$ cat src/rtl/bin_to_bcd_disp.sv
// ============================================================================
// Module   : bin_to_bcd_disp
// Purpose  : Iterative shift-and-add-3 binary-to-packed-BCD converter that
//            feeds the four-digit seven-segment driver; load/ready/valid
//            handshake. Optional macro BCD_SAT_EN saturates >9999 to 9999.
// Revision : 1.0 - initial release
// ============================================================================
`default_nettype none

module bin_to_bcd_disp #(
  parameter int BIN_W = 14
) (
  input  logic             clk,
  input  logic             rst_n,
  input  logic [BIN_W-1:0] bin_in,
  input  logic             load,
  output logic             ready,
  output logic [15:0]      bcd_out,
  output logic             valid,
  output logic             ovf
);

  localparam logic [3:0] LAST_BIT = 4'(BIN_W - 1);

  typedef enum logic [0:0] {
    IDLE  = 1'b0,
    SHIFT = 1'b1
  } state_t;

  state_t           state, state_next;
  logic [BIN_W-1:0] shreg, shreg_shifted;
  logic [15:0]      scratch, scratch_adj, scratch_shifted, result;
  logic [3:0]       bit_cnt;
  logic             accept, last_cycle, result_ovf;

  assign ready      = (state == IDLE);
  assign accept     = (state == IDLE) && load;
  assign last_cycle = (state == SHIFT) && (bit_cnt == LAST_BIT);

  // Digit correction happens before the shift so a digit >=5 carries into
  // its neighbour as the shift doubles it.
  for (genvar i = 0; i < 4; i++) begin : g_digit
    assign scratch_adj[4*i +: 4] = (scratch[4*i +: 4] >= 4'd5) ?
                                   scratch[4*i +: 4] + 4'd3 :
                                   scratch[4*i +: 4];
  end

  assign scratch_shifted = {scratch_adj[14:0], shreg[BIN_W-1]};
  assign shreg_shifted   = {shreg[BIN_W-2:0], 1'b0};

`ifdef BCD_SAT_EN
  logic sat_flag;
  logic ovf_r;

  always_ff @(posedge clk or negedge rst_n) begin
    if (!rst_n) begin
      sat_flag <= 1'b0;
      ovf_r    <= 1'b0;
    end else begin
      if (accept)
        sat_flag <= (bin_in > BIN_W'(9999));
      if (last_cycle)
        ovf_r <= sat_flag;
    end
  end

  assign result     = sat_flag ? 16'h9999 : scratch_shifted;
  assign result_ovf = sat_flag;
  assign ovf        = ovf_r;
`else
  assign result     = scratch_shifted;
  assign result_ovf = 1'b0;
  assign ovf        = 1'b0;
`endif

  always_ff @(posedge clk or negedge rst_n) begin
    if (!rst_n)
      state <= IDLE;
    else
      state <= state_next;
  end

  always_comb begin
    state_next = state;
    case (state)
      IDLE:    if (load) state_next = SHIFT;
      SHIFT:   if (bit_cnt == LAST_BIT) state_next = IDLE;
      default: state_next = IDLE;
    endcase
  end

  always_ff @(posedge clk or negedge rst_n) begin
    if (!rst_n) begin
      shreg   <= '0;
      scratch <= '0;
      bit_cnt <= '0;
      bcd_out <= '0;
      valid   <= 1'b0;
    end else begin
      valid <= last_cycle;
      if (accept) begin
        shreg   <= bin_in;
        scratch <= '0;
        bit_cnt <= '0;
      end else if (state == SHIFT) begin
        shreg   <= shreg_shifted;
        scratch <= scratch_shifted;
        bit_cnt <= bit_cnt + 4'd1;
      end
      if (last_cycle)
        bcd_out <= result;
    end
  end

  // result_ovf is only consumed by the saturating build.
  logic unused_ok;
  assign unused_ok = result_ovf;

endmodule

`default_nettype wire

$ cat config.mk
export PLATFORM = sky130hd
export DESIGN_NAME = bin_to_bcd_disp
export DESIGN_NICKNAME = d
export VERILOG_FILES = /design/src/rtl/bin_to_bcd_disp.sv
export SDC_FILE = /design/constraint.sdc
export NUM_CORES = 1
export LEC_CHECK = 0
export CAP_MARGIN = 10
export CELL_PAD_IN_SITES_DETAIL_PLACEMENT = 0
export CELL_PAD_IN_SITES_GLOBAL_PLACEMENT = 1
export CORE_ASPECT_RATIO = 1.75
export CORE_MARGIN = 10
export CORE_UTILIZATION = 35
export CTS_BUF_LIST = sky130_fd_sc_hd__clkbuf_8
export DETAILED_ROUTE_END_ITERATION = 6
export HOLD_SLACK_MARGIN = 0.06
export PLACE_DENSITY = 0.63
export SETUP_SLACK_MARGIN = 0.2
export SYNTH_ARGS = -nofsm -noshare
export SYNTH_HDL_FRONTEND = slang
export SYNTH_SLANG_ARGS = --single-unit
$ cat constraint.sdc
create_clock -name clk -period 2 [get_ports clk]
set_clock_uncertainty 0.1 [all_clocks]
set_input_delay 0.2 -clock clk [delete_from_list [all_inputs] [get_ports clk]]
set_output_delay 0.2 -clock clk [all_outputs]
set_load 0.05 [all_outputs]
* After elaboration in Yosys (flattened, before gate mapping)
Cells that the tools add are included.
** Word-level totals
- Bits of input ports :: 17
- Output and inout bits :: 19
- Register bits :: 52
** Operators by class
- Reduce and logical (&&, ||, !) cells :: 3
- Muxes and demuxes :: 13
- Add/subtract/negate cells :: 5
- Equality and inequality tests :: 1
- $lt $le $gt $ge :: 4
- Bitwise logic cells :: 1
** Operators by type and width (number)
- $mux 16 :: 2
- $mux 14 :: 2
- $mux 4 :: 5
- $ge 4x3->1 const B :: 4
- $add 4x2->4 const B :: 3
- $add 4x1->4 const B :: 1
- $eq 4x4->1 const B :: 1
- $add 3x2->3 const B :: 1
- $mux 3 :: 1
- $logic_and 1x1->1 :: 2
- $mux 1 :: 2
- $pmux 1 s2 :: 1
- $reduce_bool 2->1 :: 1
- $not 1->1 :: 1

* Logic depth before layout (Yosys ltp)
Gate-level depths: netlist of run 1.
- Depth after elaboration :: 4
- Depth in mapped cells :: 7
- Gate-level depth less buffers :: 6

* Least setup slack after synthesis of run 1
OpenSTA, ideal clock, no wires.
- Kind :: register -> register
- From :: reg scratch[4]
- To :: reg bcd_out[6]
- Buffers on the path :: 0
- Data arrival time :: 1261 ps
- Period minus slack after synthesis :: 1486 ps
- Cell stages (with the launch flop) :: 6
- Library setup time :: 125 ps
- Setup slack :: 514 ps
- Cells stage by stage :: dfrtp_1 -> ha_1 -> nand2b_1 -> a21oi_2 -> mux2i_1 -> mux2_4
** On the way
- Word-level cells in the longest chain between the ends :: 2
- Elaborated cells between the ends (all ways) :: 3
- Classes of those cells :: add/sub (1); order compare (1); mux (1)
** RTL lines
- start, declared :: line 32 : logic [15:0] scratch, scratch_adj, scratch_shifted, result;
- start signal, assigned :: line 107 : scratch <= scratch_shifted;
- $add 4x2->4 or $ge 4x3->1 (tied branches) :: line 44, 43
- $mux 4 * :: line 43 : assign scratch_adj[4*i +: 4] = (scratch[4*i +: 4] >= 4'd5) ?
- end signal, assigned :: line 111 : bcd_out <= result;
- end, declared :: line 18 : output logic [15:0] bcd_out,
Every way passes the cells marked *; elsewhere a longest branch is shown, timed or not.
A chain may end at the register's enable or synchronous reset.

* Worst setup path after layout of run 1
- From :: reg valid
- To :: out valid
** RTL lines
- start, declared :: line 19 : output logic valid,
- start signal, assigned :: line 100 : valid <= last_cycle;
No word-level cell between the ends.

==> results of run 1 <==
-- what timing repair did --
action,CTS,global route
hold endpoints to repair,52,0
gates resized for setup,9,9
setup buffers,0,0
hold buffers,1,0
setup endpoints to repair,9,9
-- report_power, final --
group	internal, uW	switching [uW]	total [uW]
clock	371	351	722
combinational	1060	1500	2560
sequential	1520	354	1870
-- routing by layer --
metal  track usage (%)  share of wire [%]
met4              3.93                1.6
met3              3.59                5.1
met1              10.3                 43
met5                 0                  0
met2              15.8                 51
-- final timing paths --
path,endpoint,startpoint,slack [ns],cells after the start
min reg2reg,bcd_out[15]$_DFFE_PN0P_,bcd_out[15]$_DFFE_PN0P_,0.38,2
min in group clk,bcd_out[15]$_DFFE_PN0P_,bcd_out[15]$_DFFE_PN0P_,0.38,2
max reg2reg,bcd_out[2]$_DFFE_PN0P_,scratch[0]$_DFFE_PN0P_,0.30,6
max,valid,valid$_DFF_PN0_,0.26,1
max in group asynchronous,state$_DFF_PN0_,rst_n,1.07,3
min,bcd_out[14]$_DFFE_PN0P_,rst_n,0.20,2
-- per-stage QoR --
step	hold WS, ns	setup slack [ns]
after floorplan	-0.196	0.514
after global placement	0.0185	0.320
after detailed placement	0.0163	0.329
after CTS	0.199	0.200
after global routing	0.210	0.198
final	0.205	0.258
-- sequential cells by signal, indices dropped and copies added (netlist names) --
name     cells
shreg       14
state        1
scratch     16
bit_cnt      4
valid        1
bcd_out     16
-- logic make-up after synthesis --
logic type	count (synthesis)
fa+ha+maj	10
xor+xnor	6
simple gates	55
flops	52
compound gates	51
buf+inv	22
other cells	1
mux	28
-- cell usage in the layout, fill, tap and decap left out, types with 2 or more instances in the layout --
cell type	netlist	routed
dfrtp_1	52	51
nand2_1	34	34
o21ai_0	29	29
mux2i_1	18	18
clkdlybuf4s50_1	0	16
ha_1	10	10
inv_1	10	9
a22o_1	9	9
dlymetal6s2s_1	0	8
dlygate4sd2_1	0	8
mux2_4	7	7
buf_4	3	6
nor2_1	5	5
xnor2_1	5	5
clkbuf_8	0	5
nand2b_1	4	4
a21oi_2	4	4
nor3b_1	4	4
a21oi_1	4	4
a21o_1	3	3
clkinvlp_4	0	2
or3_1	2	2
mux2_1	2	2
buf_12	0	2
-- final cells by class --
class | instances | area share (%)
Clock buffer | 5 | 2.24
Multi-Input combinational cell | 151 | 35.1
Timing Repair Buffer | 42 | 14.0
Inverter | 11 | 1.47
Tap cell | 84 | 3.42
Sequential cell | 52 | 42.4
Clock inverter | 3 | 1.38
==> flow_summary_export.csv, run 1 <==
group,metric,value,unit
routing,drtAntennaViolNets,0,
synth,synth_fa_ha_area_share,5.03,%
cts,cts.sinks,52,
synth,syn-num-nets,252,
place,dpl.cell_count,339,
floorplanning,start_util,36.0,%
cts,clkSlewWorstSetupHoldPaths,0.09,ns
synth,yosysMostFrequentCell,"dfrtp_1",
synth,synth_area_leaders,"dfrtp_1, mux2i_1, o21ai_0",
setup_path,critPathMaxFanout,1,
place,io_buffers,34,
floorplanning,ioPinCount,36,
routing,drt_iter0_drc,104,
routing,first_pass_iters,6,
global_route,grt_antenna_before_repair,0,
synth,synth_compound_gate_area_share,12.7,%
global_route,grt_max_degree,41,
cts,clk_latency,0.31,ns
place,gp_congestion,0.753,
layout,instances_no_fill,348,
floorplanning,die_y,131,um
synth,synth_top_family_by_area,"multiplexers",
layout,multi_input_area,0.00108,mm^2
setup_path,slowest_delay,0.80,ns
routing,routed_wl,5.17,mm
synth,yosys_warnings,0,
setup_path,required,1.70,ns
sta,setup_tns,0,ns
synth,synthCells,225,
synth,synthTopCellsByCount,"dfrtp_1, nand2_1, o21ai_0",
sta,setup_viol,0,
sta,maxSlewViolCount,0,
setup_path,arrival,1.44,ns
setup_path,crit_family,"buffers and inverters",
hold_path,hold_class,"in -> async",
place,placed_area,0.00294,mm^2
synth,synth-simple-area-share,10.5,%
floorplanning,num_rows,40,
sta,hold_viol,0,
synth,postSynthAreaPerCell,11.0,um^2
layout,area_growth_syn_to_layout,23.6,%
setup_path,path_cells,"clkdlybuf4s50_1",
floorplanning,coreArea,0.00691,mm^2
synth,synth_area_leader_cell,"dfrtp_1",
sta,fmax,574,MHz
synth,syn-cell-area,0.00249,mm^2
sta,period_needed,1.74,ns
synth,yosys.area_share.xor_xnor,2.11,%
sta,grt_setup_unrepaired,"false",
place,dp_hpwl,3.81,mm
routing,post-route-drc-count,0,
global_route,track_usage,9.44,%
cts,clockBufferDepth,2,
cts,h-tree-depth,2,
setup_path,crit_type,"reg -> out",
cts,cts_made_buffers,5,
routing,vias_per_cell,4.86,
floorplanning,die_area,0.0110,mm^2
run,maxCapViolCount,0,
synth,synth.mux.area_fraction,12.8,%
outcome,outcome,"finished clean",
global_route,grt_first_pass_wirelength,8.69,mm
synth,ys_ff_latch,52,
cts,cts_tree,"built",
synth,synthDistinctLibCells,33,
pwr,ir_drop,0.906,mV
sta,period_share,87.1,%
setup_path,cpMaxStageDelayCell,"clkdlybuf4s50_1",
layout,seqCellArea,0.00130,mm^2
sta,worst_slew_pin_slew,0.513,ns
synth,yosysSeqAreaShare,52.3,%
setup_path,path_buf_inv,1,
sta,slew_headroom,65.7,%
pwr,p_per_area,1680,mW/mm^2
cts,root_buffer,"clkbuf_8",
layout,final_area,0.00307,mm^2
layout,postLayoutCoreUtil,44.5,%
synth,synth_top_area_share,52.3,%
global_route,first_global_vias,1777,
floorplanning,fp.dieW,83.7,um
layout,antennaDiodeCount,0,
routing,avgRoutedWirePerCell,14.9,um
setup_path,cp-end-kind,"output pin",
layout,drive_gt1_share,13.3,%
layout,nFillCells,677,
synth,synth-edff-count,0,
routing,via_count,1691,
setup_path,critPathLaunchType,"flip-flop",
pwr,power.total,5150,uW
pwr,leakage,0.00155,uW
global_route,grt_overflow,0,
synth,async_flop_share,100,%
layout,nNetsFinal,290,
synth,synth_flop_cell,"dfrtp_1",
(Power assumes the default switching activity.)
==> run 2: changes to the inputs <==
CTS_CLUSTER_DIAMETER = 30   (was not set)
==> results of run 2 <==
Final layout, timing and power as in run 1 (identical DEF).
